**src/rtl/sram_64x16384_req_ctrl.sv**
```systemverilog
// Valid/ready request front end for a 64x16384 SRAM macro with an in-order read response buffer.
// Read data appears 2 cycles after accept; req_ready drops once buffered plus in-flight reads would fill the buffer.
module sram_64x16384_req_ctrl #(
  parameter int BITS       = 64,
  parameter int ADDR_WIDTH = 14,
  parameter int RESP_DEPTH = 2
) (
  input  logic                  clk,
  input  logic                  reset,
  input  logic                  req_valid,
  output logic                  req_ready,
  input  logic                  req_write,
  input  logic [ADDR_WIDTH-1:0] req_addr,
  input  logic [BITS-1:0]       req_wdata,
  input  logic [BITS-1:0]       req_wmask,
  output logic                  resp_valid,
  input  logic                  resp_ready,
  output logic [BITS-1:0]       resp_rdata,
  output logic                  sram_ce_in,
  output logic                  sram_we_in,
  output logic [ADDR_WIDTH-1:0] sram_addr_in,
  output logic [BITS-1:0]       sram_wd_in,
  output logic [BITS-1:0]       sram_w_mask_in,
  input  logic [BITS-1:0]       sram_rd_out,
  output logic                  busy
);

  localparam int PW = (RESP_DEPTH > 1) ? $clog2(RESP_DEPTH) : 1;
  localparam int CW = $clog2(RESP_DEPTH + 1);
  localparam int SW = CW + 1;

  logic [BITS-1:0] resp_mem [RESP_DEPTH];
  logic [PW-1:0]   wr_ptr;
  logic [PW-1:0]   rd_ptr;
  logic [CW-1:0]   count;
  logic            rd_inflight;
  logic            accept;
  logic            push;
  logic            pop;
  logic [SW-1:0]   credit_used;

  function automatic logic [PW-1:0] ptr_inc(input logic [PW-1:0] p);
    return (p == PW'(RESP_DEPTH - 1)) ? '0 : p + PW'(1);
  endfunction

  assign resp_valid  = (count != '0);
  assign resp_rdata  = resp_mem[rd_ptr];
  assign pop         = resp_valid && resp_ready;
  assign push        = rd_inflight;
  assign busy        = rd_inflight || resp_valid;

  // Every read already accepted but not yet popped holds a slot; a slot freed this cycle may be reused.
  assign credit_used = SW'(count) + SW'(rd_inflight) - SW'(pop);
  assign req_ready   = !reset && (credit_used < SW'(RESP_DEPTH));
  assign accept      = req_valid && req_ready;

  always_comb begin
    sram_ce_in     = 1'b0;
    sram_we_in     = 1'b0;
    sram_addr_in   = '0;
    sram_wd_in     = '0;
    sram_w_mask_in = '0;
    if (accept) begin
      sram_ce_in     = 1'b1;
      sram_we_in     = req_write;
      sram_addr_in   = req_addr;
      sram_wd_in     = req_wdata;
      sram_w_mask_in = req_wmask;
    end
  end

  always_ff @(posedge clk or posedge reset) begin
    if (reset) begin
      rd_inflight <= 1'b0;
    end else begin
      rd_inflight <= accept && !req_write;
    end
  end

  always_ff @(posedge clk or posedge reset) begin
    if (reset) begin
      wr_ptr <= '0;
      rd_ptr <= '0;
      count  <= '0;
    end else begin
      if (push) wr_ptr <= ptr_inc(wr_ptr);
      if (pop)  rd_ptr <= ptr_inc(rd_ptr);
      case ({push, pop})
        2'b10:   count <= count + CW'(1);
        2'b01:   count <= count - CW'(1);
        default: count <= count;
      endcase
    end
  end

  // Storage is never visible while empty, so it carries no reset.
  always_ff @(posedge clk) begin
    if (push) resp_mem[wr_ptr] <= sram_rd_out;
  end

endmodule

```
**config.mk**
```make
export PLATFORM = sky130hd
export DESIGN_NAME = sram_64x16384_req_ctrl
export DESIGN_NICKNAME = d
export VERILOG_FILES = /design/src/rtl/sram_64x16384_req_ctrl.sv
export SDC_FILE = /design/constraint.sdc
export NUM_CORES = 1
export LEC_CHECK = 0
export ABC_AREA = 1
export BUFFER_PORTS_ARGS = -buffer_cell sky130_fd_sc_hd__buf_4
export CAP_MARGIN = 20
export CORE_AREA = 2 2 165 167
export CTS_BUF_LIST = sky130_fd_sc_hd__clkbuf_2 sky130_fd_sc_hd__clkbuf_4 sky130_fd_sc_hd__clkbuf_8
export DETAILED_ROUTE_END_ITERATION = 12
export DIE_AREA = 0 0 167 169
export GPL_ROUTABILITY_DRIVEN = 0
export PLACE_DENSITY_LB_ADDON = 0.2
export REMOVE_ABC_BUFFERS = 1
export SETUP_SLACK_MARGIN = 0.02
export SYNTH_ARGS = -nofsm -noshare
export SYNTH_HDL_FRONTEND = slang
export SYNTH_SLANG_ARGS = --single-unit
export TNS_END_PERCENT = 100
```
**constraint.sdc**
```tcl
create_clock -name clk -period 5.12 [get_ports clk]
set_input_delay 0.512 -clock clk [delete_from_list [all_inputs] [get_ports clk]]
set_output_delay 0.512 -clock clk [all_outputs]
set_load 0.02 [all_outputs]
```
Word level (Yosys, flattened, before mapping)
Memories as Yosys holds them, arrays and structs flattened.
Cells that the tools add are included.

word-level totals
  memories = 1
  output and inout bits = 211
  register bits after elaboration = 5
  word-level logic and storage cells = 33
  RAM bits = 128

operators by class
  multiplexer cells = 10
  $add $sub $neg = 6
  equality and inequality tests = 2
  order comparisons = 1
  reductions and logical operators = 9

memories
  memory    words  width  rd ports  clocked after memory_dff  write ports  line  text
  resp_mem  2      64     1         0                         1            32    logic [BITS-1:0] resp_mem [RESP_DEPTH];

operators by type and width
  cell                   count
  $mux W64               2
  $mux W14               1
  $mux W1                6
  $logic_and A1 B1 Y1    4
  $pmux W2 S2            1
  $reduce_bool A2 Y1     2
  $add A2 B1 Y3          1
  $lt A3 B2 Y1 const B   1
  $sub A3 B1 Y3          1
  $add A1 B1 Y1 const B  2
  $add A2 B1 Y2 const B  1
  $eq A2 B1 Y1 const B   1
  $eq A2 B2 Y1 const B   1
  $logic_not A1 Y1       2
  $sub A2 B1 Y2 const B  1
  $logic_or A1 B1 Y1     1

Longest topological paths before layout
Gate-level depths: netlist (run 1).

  word-level depth = 7
  mapped depth = 14
  mapped depth without buffers = 12

Least setup slack after synthesis (run 1)
Ideal clock, no wire load.

  path kind = register to register
  start point = reg rd_inflight, in the netlist push
  end point = mem resp_mem[0][0] (enable)
  stages on the path, launching flop included = 3
  clock period less this slack = 3.648 ns
  library setup time = 0.486 ns
  arrival = 3.161 ns
  setup slack = 1.472 ns
  cell sequence = dfrtp_1 -> inv_1 -> nor2_1

on the way
  word-level cells in the longest chain between the ends = 2

RTL lines
  item                           line  text
  from (decl)                    36    logic rd_inflight;
  from (signal assigned)         76    rd_inflight <= accept && !req_write;
  $mux W1                        98    if (push) resp_mem[wr_ptr] <= sram_rd_out;
  $mux W1 (not written as such)  98
  to (decl)                      32

No other way between the ends.

Worst setup path in the final report (run 1)
  start point = reg count[1]
  end point = out sram_wd_in[50]

on the way
  word-level cells in the longest chain between the ends = 7
  elaborated cells on any way between the ends = 8

RTL lines
  item                                                   line  text
  from (decl)                                            35    logic [CW-1:0] count;
  from (signal assigned)                                 89    2'b10: count <= count + CW'(1);
  from (signal assigned)                                 90    2'b01: count <= count - CW'(1);
  from (signal assigned)                                 91    default: count <= count;
  branches (longest 2 deep; another with $add A2 B1 Y3)  --
  $sub A3 B1 Y3 (*)                                      53    assign credit_used = SW'(count) + SW'(rd_inflight) - SW'(pop);
  $lt A3 B2 Y1 (*)                                       54    assign req_ready = !reset && (credit_used < SW'(RESP_DEPTH));
  $logic_and A1 B1 Y1 (*)                                54
  $logic_and A1 B1 Y1 (*)                                55    assign accept = req_valid && req_ready;
  $mux W64 (*)                                           63    if (accept) begin
  to (decl)                                              22    output logic [BITS-1:0] sram_wd_in,

Mark *: on every way between the ends.

==> results of run 1 <==
==> timing repair <==
| action | in CTS | in global routing |
|---|---|---|
| endpoints found under the hold margin | 5 | 0 |
| endpoints found under the setup margin | 0 | 0 |
| hold buffers | 1 | 0 |
==> layout make-up <==
type	count	area [sq um]
inverter	152	571
timing repair buffer	425	3190
sequential	133	3970
multi-input combinational	232	1520
tap	341	427
clock inverter	14	199
clock buffer	18	241
fill	2745	16400
==> cell families (layout without fill, tap and decap cells) <==
group	after synthesis	in the layout	synth area share (%)
buffers and inverters	174	609	11.6
AND/OR/NAND/NOR	163	163	11.8
flip-flops	133	133	64.1
multiplexers	64	64	11.6
XOR/XNOR	3	3	0.424
adder cells (fa/ha/maj)	1	1	0.323
AO/OA/AOI/OAI	1	1	0.0807
==> Yosys cell counts <==
cell      number  area (sq um)
inv_2          2          7.51
buf_6          6          67.6
nand3_1        5          25.0
buf_2         16          80.1
inv_1        150           563
xnor2_1        1          8.76
nor2_2        42           263
xor2_1         2          17.5
dfrtp_1        5           125
fa_1           1          20.0
nand2_1        9          33.8
nand2_4        1          11.3
nand4_1        1          6.26
o21ai_0        1          5.00
nor2_1       105           394
mux2_2        64           721
edfxtp_1     128          3840
==> worst min path at each step <==
stage | start | to
CTS | req_write | push
global route | req_write | push
detailed placement | reset | push
global placement | reset | count[0]
finish | req_write | push
floorplan | reset | count[0]
==> sequential cells by signal, indices dropped and copies added, names as in the netlist <==
register / count
wr_ptr: 1
rd_ptr: 1
count: 2
push: 1
resp_mem: 128
==> power groups by stage <==
stage,logic (uW),registers (uW),clock network (uW)
after floorplan,980,1400,0
after global placement,1880,1410,0
after detailed placement,1880,1410,0
after CTS,1890,1390,1010
after global routing,1960,1400,1050
final,1850,1380,976
==> per-stage QoR <==
step / hold slack [ps] / area (sq um) / cells
after floorplan: 291 / 6040 / 517
after global placement: 456 / 9670 / 1282
after detailed placement: 454 / 9670 / 1282
after CTS: 198 / 10100 / 1315
after global routing: 198 / 10100 / 1315
final: 236 / 10100 / 1315
==> routing by layer <==
metal | up-vias | share of wire, %
met3 | 19 | 9.9
met4 | 4 | 1.2
met1 | 2465 | 39
met2 | 213 | 50
met5 | - | 0.097
li1 | 2507 | -
==> metrics.cfg, run 1 <==
[worst_setup_path]
crit_family=simple AND/OR/NAND/NOR gates
crit_required_ps=4610
crit_path_max_incr_delay_ps=480
critPathArrivalTime_ps=3440
cp.buffers_inverters=2
critical_path_peak_fanout=145
r2r_end=push
crit_chain=o21ai_0 > nand2_1 > nand2_1 > nand2_1 > fa_1 > nand3_1 > inv_2 > nand2_8 > nor2_1 > buf_4
crit_cells=10
endpoint=sram_wd_in[50]
ff2ff_path_depth=11
critPathMostFrequentCell=nand2_1
ff2ff_setup_slack_ps=2450
crit_path_start=count[1]
crit_type=reg -> out
setup.worst_path.end_class=output pin
crit_slowest_cell=fa_1
r2r-start=count[1]
critPathLaunchType=register

[pwr]
comb_power_share_pct=44.0
p_clk_share_pct=23.2
leakage_uw=0.00500
finalPower_uw=4210
power.share.sequential_pct=32.8
p_switching_uw=1580
ir_drop_uv=231
powerDensity_mw_per_mm2=416
p_int_uw=2630
swShare_pct=37.5

[placement]
place_hpwl_mm=22.1
io_buffers=421
post-place-ws_ps=1640

[drt]
viasPerCell=3.96
dr.pass1.iters=4
wl_mm=26.9
drt-wirelength-per-cell_microns=20.4
num_vias=5208
drt-initial-drc-count=293
ant_nets=0
drc=0

[final_layout]
syn2layout_area_growth_pct=63.5
final_common_cell=buf_4
fin_util_pct=38.2
final_cell_mix=buf_4 (424), inv_1 (149), edfxtp_1 (128)
diodes=0
nNetsFinal=1173
drive_above_1_share_pct=58.2

[global_routing]
use_met3_pct=8.18
grt_max_degree=146
overflow=0
grtUsageMet2_pct=31.6
track_usage_pct=18.4
gr-usage-met1_pct=21.2
antenna_found_initial=2
grt_pass1_wl_mm=37.1
top_usage_layer=met2
grt_pass1_vias=5417

[yosys]
ys_ff_latch=133
netlist_instances=539
syn_avg_cell_area_sq_um=11.5
syn-cell-area_sq_mm=0.00619
synth_seq_area_share_pct=64.1
netlist-cell-type-count=17
yosys_warnings=0

[sta]
hold_viol_final=0
relSlewSlack_pct=30.2
tightestPinTransition_ps=1050
rsz0062_at_grt=no
finalSetupViolations=0
fin_skew_ps=10.3
totalNegativeSetupSlack_ps=0
fin_crit_ps=3950
finalWorstSetupSlack_ps=1170
maxSlewViolCount=0
max_freq_mhz=253
min_period_over_period_pct=77.2

[die]
die-area_sq_mm=0.0282
die_h_microns=169
io_pins=422
rows=60
start_util_pct=23.4
die_width_microns=167
core_area_sq_mm=0.0265

[cts]
clk_pin_slew_ps=80
cts_setup_buffers=0
cts-root-buf=clkbuf_8
numClockSinks=133
clkLatencyLatePin_ps=430
cts-htree-levels=4
cts_resized=0
numCtsBuffers=17
cts_tree=done
clock_path_buffers=2

[run]
cap_viol_max_count=0

[hold_path]
hold_class=in -> reg
hold-path-cell-count=2

[status]
status=complete, no violations

Power figures use the tool's default switching activity.
==> run 2, diff against run 1 <==
- clock period: 5.12 -> 3.8 ns (I/O delays scaled with it)
==> run 2 against run 1 <==
  * Combinational power increased by 41%
  * Clock-buffer cell count stayed put
  * Flip-flop and latch count did not move
  * Critical path depth rose by 1
  * Register-to-register slack lost 1000 ps
  * Global-route usage rose by 0.13 points
  * Die area stayed put
  * Non-clock buffer count increased by 3
  * Hold slack got worse by 150 ps
  * First-iteration DRC count down 26%
  * Sequential share of layout area shrank 0.097 points
  * Critical path type unchanged
  * Largest cell class unchanged
==> metrics.cfg, run 2 (synthesized netlist as in run 1, its figures left out) <==
[status]
status=complete, no violations  ; unchanged

[hold_path]
min_from=req_write  ; unchanged
min_to=push  ; unchanged
hold_class=in -> reg  ; unchanged
hold-path-cell-count=2  ; unchanged

[worst_setup_path]
r2r_end=push  ; unchanged
crit_type=reg -> out  ; unchanged
critPathArrivalTime_ps=3050  ; was 3440 ps
ff2ff_setup_slack_ps=1450  ; was 2450 ps
ff2ff_path_depth=11  ; unchanged
crit_required_ps=3420  ; was 4610 ps
r2r-start=count[1]  ; unchanged
setup.worst_path.end_class=output pin  ; unchanged
critPathLaunchType=register  ; unchanged
critical_path_peak_fanout=40  ; was 145

[cts]
clock_path_buffers=2  ; unchanged
clk_pin_slew_ps=90  ; was 80 ps
cts_setup_buffers=0  ; unchanged
cts-htree-levels=4  ; unchanged
cts_tree=done  ; unchanged
clkLatencyLatePin_ps=440  ; was 430 ps
numClockSinks=133  ; unchanged
numCtsBuffers=17  ; unchanged
cts-root-buf=clkbuf_8  ; unchanged

[sta]
finalWorstSetupSlack_ps=374  ; was 1170 ps
fin_skew_ps=18.1  ; was 10.3 ps
min_period_over_period_pct=90.2
hold_viol_final=0  ; unchanged
fin_crit_ps=3430
rsz0062_at_grt=no  ; unchanged
relSlewSlack_pct=38.8  ; was 30.2%
maxSlewViolCount=0  ; unchanged
max_freq_mhz=292
totalNegativeSetupSlack_ps=0  ; unchanged
holdWs_ps=89.4  ; was 236 ps
tightestPinTransition_ps=919  ; was 1050 ps
finalSetupViolations=0  ; unchanged

[global_routing]
overflow=0  ; unchanged
antenna_found_initial=2  ; unchanged
grt_max_degree=77  ; was 146
grt_pass1_vias=5344  ; was 5417
track_usage_pct=18.5  ; was 18.4%
grt_pass1_wl_mm=37.0  ; was 37.1 mm

[drt]
drc=0  ; unchanged
dr.pass1.iters=4  ; unchanged
viasPerCell=3.99  ; was 3.96
drt-wirelength-per-cell_microns=20.8  ; was 20.4 microns
ant_nets=0  ; unchanged
drt-initial-drc-count=216  ; was 293
num_vias=5267  ; was 5208
wl_mm=27.4  ; was 26.9 mm

[final_layout]
top_register=resp_mem  ; unchanged
drive_above_1_share_pct=58.5  ; was 58.2%
layout.cells.non_filler=1319  ; was 1315
final_cell_mix=buf_4 (424), inv_1 (149), edfxtp_1 (128)  ; unchanged
reg.largest.list=resp_mem (128), count (2)  ; unchanged
diodes=0  ; unchanged
nNetsFinal=1177  ; was 1173
largest_register_ffs=128  ; unchanged
final_common_cell=buf_4  ; unchanged
syn2layout_area_growth_pct=63.9  ; was 63.5%

[die]
rows=60  ; unchanged
die_h_microns=169  ; unchanged
die-area_sq_mm=0.0282  ; unchanged
io_pins=422  ; unchanged
start_util_pct=23.4  ; unchanged
die_width_microns=167  ; unchanged
core_area_sq_mm=0.0265  ; unchanged

[pwr]
power.share.sequential_pct=32.3  ; was 32.8%
p_int_uw=3430  ; was 2630 uW
ir_drop_uv=223  ; was 231 uV
powerDensity_mw_per_mm2=552  ; was 416 mW/mm^2
leakage_uw=0.00501  ; was 0.00500 uW
finalPower_uw=5610  ; was 4210 uW
p_clk_share_pct=21.2  ; was 23.2%
p_switching_uw=2170  ; was 1580 uW
comb_power_share_pct=46.5  ; was 44.0%
swShare_pct=38.8  ; was 37.5%

[run]
cap_viol_max_count=0  ; unchanged

[placement]
io_buffers=421  ; unchanged
place_hpwl_mm=22.4  ; was 22.1 mm
post-place-ws_ps=711  ; was 1640 ps
post-place-cells=1285  ; was 1282

-- run 2: worst max-delay path by stage --
stage                         from            endpoint  slack [ps]  cells after the start
after floorplan               push      resp_mem[0][0]         150                      2
after global placement    count[1]      sram_wd_in[54]         750                     13
after detailed placement  count[1]     sram_addr_in[2]         710                     13
after CTS                 count[1]     sram_addr_in[2]         190                     13
after global routing      count[1]  sram_w_mask_in[54]         110                     11
final                     count[1]  sram_w_mask_in[54]         370                     11
-- run 2: layer usage --
| layer | share of wire [%] | vias up | global-route usage (%) |
|---|---|---|---|
| met3 | 8.7 | 23 | 7.34 |
| li1 | - | 2516 | - |
| met5 | 0.11 | - | 0 |
| met1 | 40 | 2492 | 21.6 |
| met2 | 50 | 232 | 31.4 |
| met4 | 1.9 | 4 | 5.66 |
-- run 2: critical path, stage by stage (launching register included) --
cell and delay (ps):
dfrtp_1 450, o21ai_0 330, nand2_1 80, nand2_1 100
nand2_1 70, fa_1 490, nand3_1 90, inv_2 160
nand2_8 210, buf_12 250, nor2_1 160, buf_4 180
-- run 2: what timing repair did --
item | in CTS | in global routing
hold buffers | 1 | 0
endpoints found under the hold margin | 5 | 0
endpoints found under the setup margin | 0 | 26
gates resized for setup | 0 | 0
-- run 2: power groups by stage --
stage | sequential, uW | combinational, uW | clock [uW]
global route | 1830 | 2770 | 1280
global placement | 1850 | 2630 | 0
finish | 1810 | 2610 | 1190
detailed placement | 1850 | 2630 | 0
CTS | 1810 | 2640 | 1240
floorplan | 1890 | 1320 | 0
-- run 2: area by class of cell --
| type | instances | area (sq um) |
|---|---|---|
| clock inverters | 14 | 153 |
| repair buffers | 428 | 3250 |
| flip-flops and latches | 133 | 3970 |
| clock buffers | 18 | 241 |
| fillers | 2737 | 16400 |
| well taps | 341 | 427 |
| multi-input cells | 233 | 1530 |
| inverters | 152 | 571 |
-- run 2: metrics by stage --
stage                     util (%)  area (sq um)
after floorplan                  -          6040
after global placement        36.7          9730
after detailed placement      36.7          9730
after CTS                     38.2         10100
after global routing          38.3         10100
final                         38.3         10100
==> run 3, diff against run 2 <==
--- a/config.mk
+++ b/config.mk
@@ -8,5 +8,5 @@
 export ABC_AREA = 1
 export BUFFER_PORTS_ARGS = -buffer_cell sky130_fd_sc_hd__buf_4
-export CAP_MARGIN = 20
+export CAP_MARGIN = 10
 export CORE_AREA = 2 2 165 167
 export CTS_BUF_LIST = sky130_fd_sc_hd__clkbuf_2 sky130_fd_sc_hd__clkbuf_4 sky130_fd_sc_hd__clkbuf_8
==> constraint.sdc (replaced) <==
create_clock -name clk -period 3.8 [get_ports clk]
set_input_delay 0.38 -clock clk [delete_from_list [all_inputs] [get_ports clk]]
set_output_delay 0.38 -clock clk [all_outputs]
set_load 0.1 [all_outputs]
==> run 3 against run 2 <==
  * Clock-buffer cell count grew 1
  * Sequential power is essentially flat
  * Largest power group unchanged
  * Global-route usage increased by 0.13 points
  * Clock power grew 12%
  * First-iteration DRC count down 1.9%
  * Routed wire length is 0.41% lower
  * Highest routed layer unchanged
==> metrics.cfg, run 3 (synthesized netlist as in run 1, its figures left out) <==
[placement]
post-place-ws_ps=551  ; was 711 ps
place_hpwl_mm=22.4  ; about the same
post-place-cells=1286  ; was 1285
io_buffers=421  ; unchanged
post_dp_cell_area_sq_mm=0.00973  ; about the same

[sta]
min_period_over_period_pct=93.2  ; was 90.2%
finalWorstSetupSlack_ps=260  ; was 374 ps
hold_viol_final=0  ; unchanged
fin_skew_ps=30.3  ; was 18.1 ps
maxSlewViolCount=0  ; unchanged
holdWs_ps=80.4  ; was 89.4 ps
max_freq_mhz=283  ; was 292 MHz
fin_crit_ps=3540  ; was 3430 ps
relSlewSlack_pct=34.8  ; was 38.8%
rsz0062_at_grt=no  ; unchanged
finalSetupViolations=0  ; unchanged
tightestPinTransition_ps=978  ; was 919 ps

[final_layout]
drive_above_1_share_pct=58.5  ; about the same
syn2layout_area_growth_pct=64.6  ; was 63.9%
nNetsFinal=1178  ; was 1177
layout.cells.non_filler=1320  ; was 1319
diodes=0  ; unchanged
final_common_cell=buf_4  ; unchanged
finish.instance_area_sq_mm=0.0102  ; was 0.0101 sq mm
reg.largest.list=resp_mem (128), count (2)  ; unchanged
top_register=resp_mem  ; unchanged
final_cell_mix=buf_4 (426), inv_1 (149), edfxtp_1 (128)  ; was buf_4 (424), inv_1 (149), edfxtp_1 (128)
largest_register_ffs=128  ; unchanged
nFillCells=2742  ; was 2737

[drt]
drc=0  ; unchanged
drt-initial-drc-count=212  ; was 216
ant_nets=0  ; unchanged
viasPerCell=4.02  ; was 3.99
dr.pass1.iters=4  ; unchanged
num_vias=5303  ; was 5267
wl_mm=27.3  ; was 27.4 mm
drt-wirelength-per-cell_microns=20.7  ; was 20.8 microns

[hold_path]
min_to=push  ; unchanged
hold-path-cell-count=2  ; unchanged
hold_class=in -> reg  ; unchanged
min_from=req_write  ; unchanged

[worst_setup_path]
critPathArrivalTime_ps=3160  ; was 3050 ps
crit_type=reg -> out  ; unchanged
r2r_end=push  ; unchanged
crit_required_ps=3420  ; about the same
setup.worst_path.end_class=output pin  ; unchanged
critical_path_peak_fanout=32  ; was 40
critPathLaunchType=register  ; unchanged
ff2ff_setup_slack_ps=1370  ; was 1450 ps
ff2ff_path_depth=12  ; was 11
r2r-start=count[1]  ; unchanged

[global_routing]
track_usage_pct=18.7  ; was 18.5%
grt_pass1_vias=5440  ; was 5344
grt_max_degree=65  ; was 77
antenna_found_initial=4  ; was 2
grt_pass1_wl_mm=37.2  ; was 37.0 mm
overflow=0  ; unchanged

[cts]
clkLatencyLatePin_ps=450  ; was 440 ps
numCtsBuffers=17  ; unchanged
numClockSinks=133  ; unchanged
cts-htree-levels=4  ; unchanged
cts-root-buf=clkbuf_8  ; unchanged
clock_path_buffers=2  ; unchanged
clk_pin_slew_ps=100  ; was 90 ps
cts_setup_buffers=0  ; unchanged
cts_tree=done  ; unchanged

[pwr]
ir_drop_uv=430  ; was 223 uV
leakage_uw=0.00504  ; was 0.00501 uW
powerDensity_mw_per_mm2=845  ; was 552 mW/mm^2

[die]
die_h_microns=169  ; unchanged
core_area_sq_mm=0.0265  ; unchanged
io_pins=422  ; unchanged
start_util_pct=23.4  ; unchanged
die-area_sq_mm=0.0282  ; unchanged
rows=60  ; unchanged
die_width_microns=167  ; unchanged

[status]
status=complete, no violations  ; unchanged

[run]
cap_viol_max_count=0  ; unchanged

run 3: worst max path at each step:
| stage | from | endpoint | slack, ps | cells after the start |
|---|---|---|---|---|
| 4_1_cts | count[1] | sram_wd_in[5] | 100 | 11 |
| 2_1_floorplan | count[1] | sram_addr_in[0] | -1400 | 10 |
| 5_1_grt | count[1] | sram_addr_in[13] | 50 | 11 |
| 6_report | count[1] | sram_wd_in[5] | 260 | 11 |
| 3_5_place_dp | count[1] | sram_wd_in[5] | 550 | 11 |
| 3_3_place_gp | count[1] | sram_wd_in[63] | 600 | 11 |
run 3: cell type report:
class / count / area (sq um) / share of cell area [%]
clock buffer: 19 / 249 / 2.44
timing repair buffer: 429 / 3250 / 31.9
clock inverter: 13 / 194 / 1.90
sequential: 133 / 3970 / 39.0
multi-input combinational: 233 / 1530 / 15.0
inverter: 152 / 571 / 5.60
tap: 341 / 427 / 4.19
run 3: repair_timing:
| action | 4_1_cts | 5_1_grt |
|---|---|---|
| resized for setup | 0 | 1 |
| pin swaps | 1 | 0 |
| hold endpoints to repair | 5 | 0 |
| cloned | 1 | 0 |
| setup endpoints to repair | 1 | 73 |
| hold buffers | 1 | 0 |
run 3: through the flow:
stage / total power, uW / utilization (%) / setup TNS, ps
after floorplan: 6060 / - / -180740
after global placement: 7350 / 36.7 / 0
after CTS: 8730 / 38.5 / 0
after detailed placement: 7350 / 36.7 / 0
after global routing: 8900 / 38.5 / 0
final: 8610 / 38.5 / 0
run 3: per-layer routing:
metal  vias to the layer above  track usage (%)  part of all wire, %
li1                       2520                -                    -
met1                      2511             21.0                   38
met2                       231             30.9                   49
met3                        33             9.38                   11
met4                         8             6.00                  2.5
met5                         -                0                 0.18
run 3: critical path, stage by stage, from the launching register on:
cell and delay [ps]:
dfrtp_1 460, o21ai_1 250, nand2_1 80, nand2_1 100, nand2_1 70, fa_1 490, nand3_1 90, inv_2 180
nand2_8 200, buf_4 300, nor2_1 150, buf_4 310
run 3: power breakdown:
part           internal, uW  switching (uW)
clock network           741             585
logic                  1110            4370
registers              1730            66.4
total                  3590            5030
